`src/rtl/fifo_pkg.sv`:
```
// Shared constants and helpers for the synchronous FIFO.
// Pointer width carries one extra wrap bit above the index.
package fifo_pkg;

  localparam int DEF_DATA_W   = 8;
  localparam int DEF_DEPTH    = 16;
  localparam int DEF_AF_LEVEL = 12;
  localparam int DEF_AE_LEVEL = 4;

  function automatic int ptr_w(input int depth);
    return $clog2(depth) + 1;
  endfunction

endpackage

```
`src/rtl/fifo_ram_2p.sv`:
```
// Storage array: synchronous write, asynchronous read.
// Contents are deliberately left unreset.
module fifo_ram_2p #(
  parameter int DATA_W = 8,
  parameter int DEPTH  = 16,
  parameter int AW     = 4
) (
  input  logic              clk,
  input  logic              we,
  input  logic [AW-1:0]     waddr,
  input  logic [DATA_W-1:0] wdata,
  input  logic [AW-1:0]     raddr,
  output logic [DATA_W-1:0] rdata
);

  logic [DATA_W-1:0] mem [DEPTH];

  always_ff @(posedge clk) begin
    if (we) begin
      mem[waddr] <= wdata;
    end
  end

  assign rdata = mem[raddr];

endmodule

```
`src/rtl/param_sync_fifo.sv`:
```
// Parameterised single-clock FIFO with status and sticky errors.
// Status is combinational from the registered pointers.
module param_sync_fifo
  import fifo_pkg::*;
#(
  parameter int DATA_W   = DEF_DATA_W,
  parameter int DEPTH    = DEF_DEPTH,
  parameter int AF_LEVEL = DEF_AF_LEVEL,
  parameter int AE_LEVEL = DEF_AE_LEVEL
) (
  input  logic                      clk,
  input  logic                      reset,
  input  logic                      wr_en,
  input  logic [DATA_W-1:0]         wr_data,
  input  logic                      rd_en,
  output logic [DATA_W-1:0]         rd_data,
  output logic                      rd_valid,
  input  logic                      clr_err,
  output logic                      full,
  output logic                      empty,
  output logic                      almost_full,
  output logic                      almost_empty,
  output logic [ptr_w(DEPTH)-1:0]   count,
  output logic                      overflow,
  output logic                      underflow
);

  localparam int PW = ptr_w(DEPTH);
  localparam int AW = PW - 1;

  localparam logic [PW-1:0] DEPTH_C = PW'(DEPTH);
  localparam logic [PW-1:0] AF_C    = PW'(AF_LEVEL);
  localparam logic [PW-1:0] AE_C    = PW'(AE_LEVEL);

  if ((DEPTH < 4) || ((DEPTH & (DEPTH - 1)) != 0)) begin : g_bad_depth
    $error("param_sync_fifo: DEPTH must be a power of two >= 4");
  end
  if (AE_LEVEL >= AF_LEVEL) begin : g_bad_levels
    $error("param_sync_fifo: AE_LEVEL must be below AF_LEVEL");
  end
  if (AF_LEVEL > DEPTH) begin : g_bad_af
    $error("param_sync_fifo: AF_LEVEL must not exceed DEPTH");
  end

  logic [PW-1:0]     wptr_q, wptr_d;
  logic [PW-1:0]     rptr_q, rptr_d;
  logic [DATA_W-1:0] rd_data_q, rd_data_d;
  logic              rd_valid_q, rd_valid_d;
  logic              ovf_q, ovf_d;
  logic              udf_q, udf_d;
  logic [DATA_W-1:0] ram_rdata;
  logic              wr_acc;
  logic              rd_acc;

  assign count        = wptr_q - rptr_q;
  assign full         = (count == DEPTH_C);
  assign empty        = (count == '0);
  assign almost_full  = (count >= AF_C);
  assign almost_empty = (count <= AE_C);

  assign wr_acc = wr_en && !full;
  assign rd_acc = rd_en && !empty;

  fifo_ram_2p #(
    .DATA_W (DATA_W),
    .DEPTH  (DEPTH),
    .AW     (AW)
  ) u_ram (
    .clk   (clk),
    .we    (wr_acc),
    .waddr (wptr_q[AW-1:0]),
    .wdata (wr_data),
    .raddr (rptr_q[AW-1:0]),
    .rdata (ram_rdata)
  );

  always_comb begin
    wptr_d     = wptr_q;
    rptr_d     = rptr_q;
    rd_data_d  = rd_data_q;
    rd_valid_d = 1'b0;
    ovf_d      = ovf_q;
    udf_d      = udf_q;
    if (wr_acc) begin
      wptr_d = wptr_q + 1'b1;
    end
    if (rd_acc) begin
      rptr_d     = rptr_q + 1'b1;
      rd_data_d  = ram_rdata;
      rd_valid_d = 1'b1;
    end
    // A fresh error in the same cycle beats the clear.
    if (wr_en && !wr_acc) begin
      ovf_d = 1'b1;
    end else if (clr_err) begin
      ovf_d = 1'b0;
    end
    if (rd_en && !rd_acc) begin
      udf_d = 1'b1;
    end else if (clr_err) begin
      udf_d = 1'b0;
    end
  end

  always_ff @(posedge clk or negedge reset) begin
    if (!reset) begin
      wptr_q     <= '0;
      rptr_q     <= '0;
      rd_data_q  <= '0;
      rd_valid_q <= 1'b0;
      ovf_q      <= 1'b0;
      udf_q      <= 1'b0;
    end else begin
      wptr_q     <= wptr_d;
      rptr_q     <= rptr_d;
      rd_data_q  <= rd_data_d;
      rd_valid_q <= rd_valid_d;
      ovf_q      <= ovf_d;
      udf_q      <= udf_d;
    end
  end

  assign rd_data   = rd_data_q;
  assign rd_valid  = rd_valid_q;
  assign overflow  = ovf_q;
  assign underflow = udf_q;

endmodule

```
`config.mk`:
```
export PLATFORM = sky130hd
export DESIGN_NAME = param_sync_fifo
export DESIGN_NICKNAME = d
export VERILOG_FILES = /design/src/rtl/fifo_pkg.sv /design/src/rtl/fifo_ram_2p.sv /design/src/rtl/param_sync_fifo.sv
export SDC_FILE = /design/constraint.sdc
export NUM_CORES = 1
export LEC_CHECK = 0
export BUFFER_PORTS_ARGS = -buffer_cell sky130_fd_sc_hd__buf_4
export CORE_UTILIZATION = 30
export CTS_BUF_LIST = sky130_fd_sc_hd__clkbuf_2 sky130_fd_sc_hd__clkbuf_4 sky130_fd_sc_hd__clkbuf_8
export CTS_CLUSTER_SIZE = 25
export DETAILED_ROUTE_END_ITERATION = 8
export PLACE_DENSITY = 0.49
export SLEW_MARGIN = 20
export SYNTH_ARGS = -nofsm -noshare
export SYNTH_HDL_FRONTEND = slang
export SYNTH_SLANG_ARGS = --single-unit
```
`constraint.sdc`:
```
create_clock -name clk -period 3.95 [get_ports clk]
set_input_delay 0.79 -clock clk [delete_from_list [all_inputs] [get_ports clk]]
set_output_delay 0.79 -clock clk [all_outputs]
set_load 0.02 [all_outputs]
```
==> flow_summary.yaml, run 1 <==
grt:
  antenna_found_initial: 0
  gr-usage-all-layers_pct: 14.1
  grt_pass1_vias: 3119
  grt_pass1_wl_um: 20100
  overflow: 0
  grt_max_degree: 36
synth:
  netlist-cell-type-count: 37
  syn_inst: 314
  synth_area_leaders: "edfxtp_1, mux4_2, dfrtp_1, mux2_4, ha_1"
  syn_avg_cell_area_um2: 19.4
  synth-seq-cells: 149
  synth-edff-count: 128
  async_flop_share_pct: 14.1
  yosysMostFrequentCell: "edfxtp_1"
  synth_top_area_cell: "edfxtp_1"
  ys_warn_count: 0
  synth_top_area_share_pct: 63.2
  syn_area_um2: 6080
  syn_nets: 337
  synthFlopType: "edfxtp_1"
  yosys-top-cells-count: "edfxtp_1, mux4_2, dfrtp_1"
  ys_seq_area_share_pct: 71.9
timing:
  max_freq_mhz: 283
  final-max-slew-violation-count: 0
  min_period_ns: 3.53
  hold_viol: 0
  setup_tns_ns: 0
  holdWs_ns: 0.219
  final-setup-viol-count: 0
  relSlewSlack_pct: 48.2
  min_period_over_period_pct: 89.4
  clock_skew_ns: 0.0134
  rsz0062_at_grt: "false"
  worst_pin_slew_ns: 0.777
clocking:
  cts_tree: "done"
  numCtsBuffers: 17
  clk_latency_ns: 0.45
  cts_sinks: 149
  clock_path_buffers: 2
  clk_pin_slew_ns: 0.09
  cts_hold_buf: 0
  ctsResizeCount: 0
  post_cts_buffers: 0
  cts_root_buffer: "clkbuf_8"
  cts.htree.levels: 4
worst_setup_path:
  r2r_cells: 8
  cp.depth: 8
  critPathKind: "flip-flop to primary output"
  crit_start: "wptr_q[0]"
  crit_arrival_ns: 2.74
  r2r_end: "u_ram.mem[3][4]"
  critical-path-max-stage-delay_ns: 0.43
  cp_max_fo: 5
  critical_path_required_ns: 3.16
  crit_path_end_kind: "primary output"
  timing.critical_path.buf_inv: 2
  crit_end: "full"
  path_delay_family: "simple AND/OR/NAND/NOR gates"
  crit_slowest_cell: "fa_1"
  cp-start-kind: "flip-flop"
  rrSetupSlack_ns: 0.70
  path_cells: "inv_1 > ha_1 > fa_1 > xnor2_2 > and4bb_1 > or2_4 > and2_1 > buf_4"
  timing.rr.start: "wptr_q[0]"
floorplanning:
  fp.dieArea_um2: 20800
  coreArea_um2: 19700
  die_w_um: 144
  num_rows: 51
  start_util_pct: 30.9
  die_height_um: 144
  boundaryPins: 33
placement:
  numPortBuffers: 32
  dp_hpwl_um: 9220
  globalplace.congestion: 0.821
  post_dp_cell_area_um2: 6600
finish:
  drive_gt1_share_pct: 31.0
  fill_cells: 1876
  design_area_um2: 6990
  fin_nets: 381
  syn_to_final_growth_pct: 15.0
  antenna_cells: 0
  final_core_util_pct: 35.6
route:
  drt-initial-drc-count: 315
  finalWirelength_um: 13700
  drtAntennaViolNets: 0
  viasPerCell: 4.81
  drtPass1Iterations: 4
  via_count: 3057
  wl_per_cell_um: 21.6
  drc_errors: 0
power:
  pwr-share-clk_pct: 20.2
  power_density_nw_per_um2: 819
  p_int_mw: 3.56
  power.switching_mw: 2.17
  switching_share_pct: 37.8
  pwr-share-comb_pct: 42.9
  seqPwrFrac_pct: 36.9
  p_leak_nw: 2.45
  total_power_mw: 5.73
  peakVddDrop_uv: 337
status:
  status: "finished, final reports clean"
job:
  max_cap_viol_count: 0
min_path:
  hold_path_class: "input port to async pin"
## cells in the final DEF, fill, tap and decap left out, types with 5 or more instances in the layout
| master | count |
|---|---|
| edfxtp_1 | 128 |
| buf_4 | 36 |
| mux4_2 | 32 |
| dfrtp_1 | 20 |
| clkbuf_8 | 17 |
| o22ai_1 | 16 |
| and3_1 | 15 |
| nor2_1 | 14 |
| inv_1 | 9 |
| ha_1 | 9 |
| nand2_1 | 8 |
| mux2_4 | 8 |
| inv_6 | 8 |
| xor2_1 | 5 |
| a21oi_1 | 5 |
| xnor2_1 | 5 |
## kinds of logic after synthesis
kind of cell,Yosys count,share of synthesized area [%]
buffers and inverters,20,1.87
flip-flops,149,71.9
adder cells (fa/ha/maj),10,2.18
multiplexers,42,14.2
AO/OA/AOI/OAI,31,3.46
XOR/XNOR,12,1.98
AND/OR/NAND/NOR,50,4.45
## worst register-to-register path: cells and delay by family, from the launching register on
kind / cells / cell delay [ns]
xor gates and xnor gates: 1 / 0.28
adders and majority gates: 2 / 0.65
DFF: 1 / 0.41
buffers and inverters: 1 / 0.12
and+or+nand+nor: 3 / 1.02
AOI/OAI and AO/OA: 1 / 0.44
## metal layers
| metal | vias up | GRT usage, % | wire length, um |
|---|---|---|---|
| met5 | - | 0 | 0 |
| met3 | 15 | 2.88 | 478 |
| met2 | 87 | 22.2 | 6650 |
| li1 | 1348 | - | - |
| met4 | 0 | 5.60 | 214 |
| met1 | 1607 | 18.9 | 6360 |
## through the flow
stage,instances,worst slack [ns]
after floorplan,314,0.842
after global routing,636,0.264
after CTS,636,0.391
after detailed placement,604,0.727
final,636,0.419
after global placement,604,0.789
## registers in the layout, summed over array words and instances (netlist names)
| signal | flops |
|---|---|
| u_ram.mem | 128 |
| wptr_q | 5 |
| rptr_q | 5 |
| rd_data | 8 |
| overflow | 1 |
| underflow | 1 |
| rd_valid | 1 |
## power groups by stage
stage / sequential, mW / combinational, mW / clock, mW
after floorplan: 2.16 / 1.68 / 0
after global placement: 2.15 / 2.48 / 0
after detailed placement: 2.15 / 2.48 / 0
after CTS: 2.12 / 2.48 / 1.18
after global routing: 2.14 / 2.66 / 1.24
final: 2.11 / 2.46 / 1.16
## worst min-delay path by stage
stage | startpoint | to | cells past startpoint
after detailed placement | rptr_q[4] | rptr_q[4] | 1
final | reset | overflow | 1
after floorplan | wptr_q[4] | wptr_q[4] | 1
after global placement | wptr_q[4] | wptr_q[4] | 1
after CTS | reset | rptr_q[4] | 1
after global routing | reset | wptr_q[3] | 1
## cell type report
type                    instances  area, um2  share of cell area, %
flip-flops and latches        149       4370                   62.5
multi-input cells             145       1600                   22.8
well taps                     265        332                   4.74
repair buffers                 36        270                   3.86
clock buffers                  17        234                   3.35
clock inverters                15        158                   2.25
inverters                       9       33.8                  0.483
No activity file was read; power rests on OpenSTA's default activity.
==> inputs of run 2 (changes only) <==
--- a/config.mk
+++ b/config.mk
@@ -5,7 +5,7 @@
 export SDC_FILE = /design/constraint.sdc
 export NUM_CORES = 1
 export LEC_CHECK = 0
-export BUFFER_PORTS_ARGS = -buffer_cell sky130_fd_sc_hd__buf_4
+export BUFFER_PORTS_ARGS = -buffer_cell sky130_fd_sc_hd__buf_2
 export CORE_UTILIZATION = 30
 export CTS_BUF_LIST = sky130_fd_sc_hd__clkbuf_2 sky130_fd_sc_hd__clkbuf_4 sky130_fd_sc_hd__clkbuf_8
 export CTS_CLUSTER_SIZE = 25
==> run 2 against run 1 <==
Compared with the run above:
- cell area fell by 1.1%
- total power fell by 2.1%
- fmax rose by 0.97%
- clock skew fell by 0.00071 ns
- die area did not move
- register-to-register slack improved by 0.07 ns
- core utilization fell by 0.41 points
- sequential cell count did not move
- routed wire length fell by 4.4%
- final cell count rose by 0.16%
- critical endpoint unchanged
==> flow_summary.yaml, run 2 (synthesis results as in run 1) <==
finish:
  fin_nets: 382
  final_cell_mix: "edfxtp_1, mux4_2, buf_2, dfrtp_1, clkbuf_8"
  final_common_cell: "edfxtp_1"
  fill_cells: 1845
  largest_reg_flops: 128
  design_area_um2: 6910
  drive_gt1_share_pct: 30.9
  syn_to_final_growth_pct: 13.7
  regMostFlops: "u_ram.mem"
  antenna_cells: 0
worst_setup_path:
  r2r_cells: 8
  crit_arrival_ns: 2.71
  timing.rr.start: "wptr_q[0]"
  cp_max_fo: 5
  critPathKind: "flip-flop to primary output"
  crit_path_end_kind: "primary output"
  r2r_end: "u_ram.mem[7][6]"
  critical_path_required_ns: 3.16
  cp-start-kind: "flip-flop"
  rrSetupSlack_ns: 0.77
route:
  finalWirelength_um: 13100
  drt-initial-drc-count: 295
  drtAntennaViolNets: 0
  drc_errors: 0
  via_count: 3030
  wl_per_cell_um: 20.6
  viasPerCell: 4.76
  drtPass1Iterations: 5
grt:
  grt_max_degree: 36
  gr-usage-all-layers_pct: 13.6
  antenna_found_initial: 0
  grt_pass1_wl_um: 19600
  overflow: 0
  grt_pass1_vias: 3011
floorplanning:
  boundaryPins: 33
  die_w_um: 144
  coreArea_um2: 19700
  die_height_um: 144
  fp.dieArea_um2: 20800
  start_util_pct: 30.9
  num_rows: 51
timing:
  worst_pin_slew_ns: 0.785
  rsz0062_at_grt: "false"
  setup_tns_ns: 0
  clock_skew_ns: 0.0127
  final-max-slew-violation-count: 0
  final-setup-viol-count: 0
  max_freq_mhz: 286
  relSlewSlack_pct: 47.7
  min_period_ns: 3.50
  min_period_over_period_pct: 88.5
  hold_viol: 0
clocking:
  cts_sinks: 149
  numCtsBuffers: 17
  cts_hold_buf: 0
  clock_path_buffers: 2
  cts_tree: "done"
  cts.htree.levels: 4
  cts_root_buffer: "clkbuf_8"
  post_cts_buffers: 0
  clk_latency_ns: 0.45
  clk_pin_slew_ns: 0.09
  ctsResizeCount: 0
power:
  p_leak_nw: 2.42
  peakVddDrop_uv: 439
  power_density_nw_per_um2: 811
placement:
  post_dp_cell_area_um2: 6530
  globalplace.congestion: 0.835
  dp_hpwl_um: 8840
  numPortBuffers: 32
job:
  max_cap_viol_count: 0
status:
  status: "finished, final reports clean"
min_path:
  hold_path_class: "input port to async pin"
[run 2: changes by cell type in the layout (fill, tap and decap cells not counted), sizes merged]
cell,previous run,this run
clkinvlp,1,5
inv,18,15
buf,36,37
clkinv,4,3
[run 2: layout make-up]
class | count | area (um2) | area share [%]
flip-flops and latches | 149 | 4370 | 63.2
multi-input cells | 145 | 1600 | 23.1
well taps | 265 | 332 | 4.80
clock buffers | 17 | 234 | 3.38
repair buffers | 37 | 198 | 2.86
clock inverters | 15 | 150 | 2.17
inverters | 9 | 33.8 | 0.489
[run 2: per-stage QoR]
| stage | setup slack (ns) | power (mW) | hold slack [ns] | utilization, % | std cells |
|---|---|---|---|---|---|
| after CTS | 0.429 | 5.66 | 0.296 | 35.2 | 637 |
| after floorplan | 0.842 | 3.84 | 0.460 | - | 314 |
| final | 0.453 | 5.61 | 0.299 | 35.2 | 637 |
| after global routing | 0.273 | 5.93 | 0.310 | 35.2 | 637 |
| after detailed placement | 0.762 | 4.52 | 0.482 | 33.2 | 605 |
| after global placement | 0.839 | 4.51 | 0.480 | 33.2 | 605 |
[run 2: worst max path at each step]
| stage | from | endpoint | slack [ns] | cells after the start |
|---|---|---|---|---|
| final | wptr_q[0] | full | 0.45 | 8 |
| after global routing | wptr_q[0] | empty | 0.27 | 8 |
| after CTS | wptr_q[0] | full | 0.43 | 8 |
| after detailed placement | wptr_q[0] | u_ram.mem[10][1] | 0.76 | 8 |
| after global placement | wptr_q[0] | u_ram.mem[3][5] | 0.84 | 8 |
| after floorplan | wptr_q[0] | almost_empty | 0.84 | 8 |
[run 2: worst max-delay path, stage by stage, from the launching register on]
cell and delay (ns):
dfrtp_1 0.40, inv_1 0.12, ha_1 0.22, fa_1 0.43, xnor2_2 0.27, and4bb_1 0.23, or2_4 0.26, and2_1 0.17
buf_2 0.15
[run 2: layer usage]
metal | up-vias | share of wire [%] | track usage [%]
li1 | 1348 | - | -
met4 | 0 | 1.9 | 4.99
met2 | 106 | 45 | 19.8
met1 | 1562 | 48 | 19.4
met5 | - | 0 | 0
met3 | 14 | 4.8 | 3.71
[run 2: report_power, final]
group | switching (mW) | internal (mW) | leakage (nW)
combinational | 1.41 | 0.964 | 0.833
sequential | 0.127 | 1.97 | 1.40
clock | 0.623 | 0.514 | 0.180
total | 2.16 | 3.45 | 2.42
==> inputs of run 3 (changes only) <==
--- a/config.mk
+++ b/config.mk
@@ -5,12 +5,13 @@
 export SDC_FILE = /design/constraint.sdc
 export NUM_CORES = 1
 export LEC_CHECK = 0
-export BUFFER_PORTS_ARGS = -buffer_cell sky130_fd_sc_hd__buf_2
 export CORE_UTILIZATION = 30
 export CTS_BUF_LIST = sky130_fd_sc_hd__clkbuf_2 sky130_fd_sc_hd__clkbuf_4 sky130_fd_sc_hd__clkbuf_8
 export CTS_CLUSTER_SIZE = 25
 export DETAILED_ROUTE_END_ITERATION = 8
-export PLACE_DENSITY = 0.49
+export DONT_BUFFER_PORTS = 1
+export GPL_TIMING_DRIVEN = 0
+export PLACE_DENSITY = 0.48
 export SLEW_MARGIN = 20
 export SYNTH_ARGS = -nofsm -noshare
 export SYNTH_HDL_FRONTEND = slang
==> constraint.sdc (replaced) <==
create_clock -name clk -period 4.5 [get_ports clk]
set_input_delay 0.9 -clock clk [delete_from_list [all_inputs] [get_ports clk]]
set_output_delay 0.9 -clock clk [all_outputs]
set_load 0.02 [all_outputs]
==> run 3 against run 2 <==
Compared with the run above:
- sequential share of layout area is 0.35 points higher
- worst hold slack worse by 0.16 ns
- combinational power is 20% lower
- sequential power is 9% lower
- register-to-register slack hardly changed
- core utilization is 0.20 points lower
- routed wire length is 1.8% higher
- count of clock-buffer cells in the layout stayed put
- final cell count is 4.1% lower
- die area stayed put
- worst setup slack worse by 0.031 ns
- critical path type unchanged
==> flow_summary.yaml, run 3 (synthesis results as in run 1) <==
finish:
  fin_nets: 356
  antenna_cells: 0
  drive_gt1_share_pct: 24.3
  fill_cells: 1879
  design_area_um2: 6870
  final_cell_mix: "edfxtp_1, mux4_2, dfrtp_1, clkbuf_8, o22ai_1"
  regArea_um2: 4370
  final_common_cell: "edfxtp_1"
  multi_input_area_um2: 1600
  regMostFlops: "u_ram.mem"
  largest_reg_flops: 128
  syn_to_final_growth_pct: 13.1
  instances_no_fill: 611
route:
  drc_errors: 0
  viasPerCell: 4.75
  finalWirelength_um: 13300
  drtPass1Iterations: 4
  via_count: 2901
  drtAntennaViolNets: 0
  drt-initial-drc-count: 205
  wl_per_cell_um: 21.8
worst_setup_path:
  critical-path-max-stage-delay_ns: 0.58
  path_cells: "clkbuf_1 > inv_1 > ha_1 > nand2b_1 > a21oi_1 > xnor2_2 > buf_2 > a211oi_1"
  cp_max_fo: 10
  crit_slowest_cell: "a211oi_1"
  critical_path_required_ns: 3.60
  crit_arrival_ns: 3.18
  cp-start-kind: "flip-flop"
  critPathKind: "flip-flop to primary output"
  crit_path_end_kind: "primary output"
timing:
  final-setup-viol-count: 0
  rsz0062_at_grt: "false"
  clock_skew_ns: 0.0119
  min_period_ns: 4.08
  min_period_over_period_pct: 90.6
  hold_viol: 0
  worst_pin_slew_ns: 0.751
  final-max-slew-violation-count: 0
  max_freq_mhz: 245
  relSlewSlack_pct: 49.9
  setup_tns_ns: 0
  fin_ws_ns: 0.421
placement:
  dp_slack_ns: 0.789
  dp_hpwl_um: 8560
  numPortBuffers: 0
  globalplace.congestion: 0.787
  post_dp_cell_area_um2: 6410
  dp.cells: 579
clocking:
  cts_tree: "done"
  cts_root_buffer: "clkbuf_8"
  numCtsBuffers: 17
  post_cts_buffers: 0
  cts_sinks: 149
  clk_pin_slew_ns: 0.08
  cts.htree.levels: 4
  clk_latency_ns: 0.44
  ctsResizeCount: 0
  clock_path_buffers: 2
  cts_hold_buf: 0
power:
  total_power_mw: 5.00
  p_int_mw: 3.15
  p_leak_nw: 2.34
  power.switching_mw: 1.85
  power_density_nw_per_um2: 727
  switching_share_pct: 37.0
  peakVddDrop_uv: 269
  pwr-share-comb_pct: 38.1
  seqPwrFrac_pct: 38.1
  pwr-share-clk_pct: 23.8
grt:
  grt_max_degree: 22
  overflow: 0
  gr-usage-all-layers_pct: 13.9
  grt_pass1_vias: 3007
  grt_pass1_wl_um: 19400
  antenna_found_initial: 0
floorplanning:
  die_height_um: 144
  start_util_pct: 30.9
  boundaryPins: 33
  num_rows: 51
  fp.dieArea_um2: 20800
  die_w_um: 144
  coreArea_um2: 19700
job:
  max_cap_viol_count: 0
min_path:
  hold_path_class: "input port to async pin"
status:
  status: "finished, final reports clean"
run 3: metrics by stage:
stage	hold WS (ns)	utilization (%)
floorplan	0.460	-
global placement	0.480	32.6
detailed placement	0.483	32.6
CTS	0.108	35.0
global route	0.0986	35.0
finish	0.141	35.0
run 3: per-layer routing:
layer,track usage (%),wire length [um],up-vias
li1,-,-,1300
met5,0,0,-
met3,3.81,460,11
met4,5.71,210,0
met2,22.2,6490,61
met1,17.7,6170,1529
run 3: layout make-up:
type	count	area share, %
Buffer	11	1.16
Clock buffer	17	3.40
Clock inverter	15	3.28
Multi-Input combinational cell	145	23.3
Tap cell	265	4.82
Inverter	9	0.491
Sequential cell	149	63.6
run 3: worst max-delay path, delay by kind of cell (launching register included):
| family | cells | cell delay (ns) |
|---|---|---|
| DFF | 1 | 0.36 |
| AOI/OAI and AO/OA | 2 | 0.79 |
| and+or+nand+nor | 1 | 0.08 |
| adders and majority gates | 1 | 0.41 |
| buffers and inverters | 3 | 0.94 |
| xor gates and xnor gates | 1 | 0.15 |
run 3: worst paths after layout:
check,end,slack [ns],start,cells past startpoint
min,rd_data[3],0.14,reset,0
min reg2reg,rptr_q[4],0.50,rptr_q[4],1
max in group asynchronous,rd_data[6],4.28,reset,0
min in group clk,rptr_q[4],0.50,rptr_q[4],1
max,almost_empty,0.42,rptr_q[2],8
max reg2reg,u_ram.mem[5][2],0.78,rptr_q[2],9
run 3: power groups by stage:
stage / Combinational (mW) / Sequential (mW) / Clock, mW
after floorplan: 1.48 / 1.90 / 0
after global placement: 1.93 / 1.93 / 0
after detailed placement: 1.93 / 1.94 / 0
after CTS: 1.93 / 1.91 / 1.22
after global routing: 2.06 / 1.93 / 1.27
final: 1.90 / 1.91 / 1.19
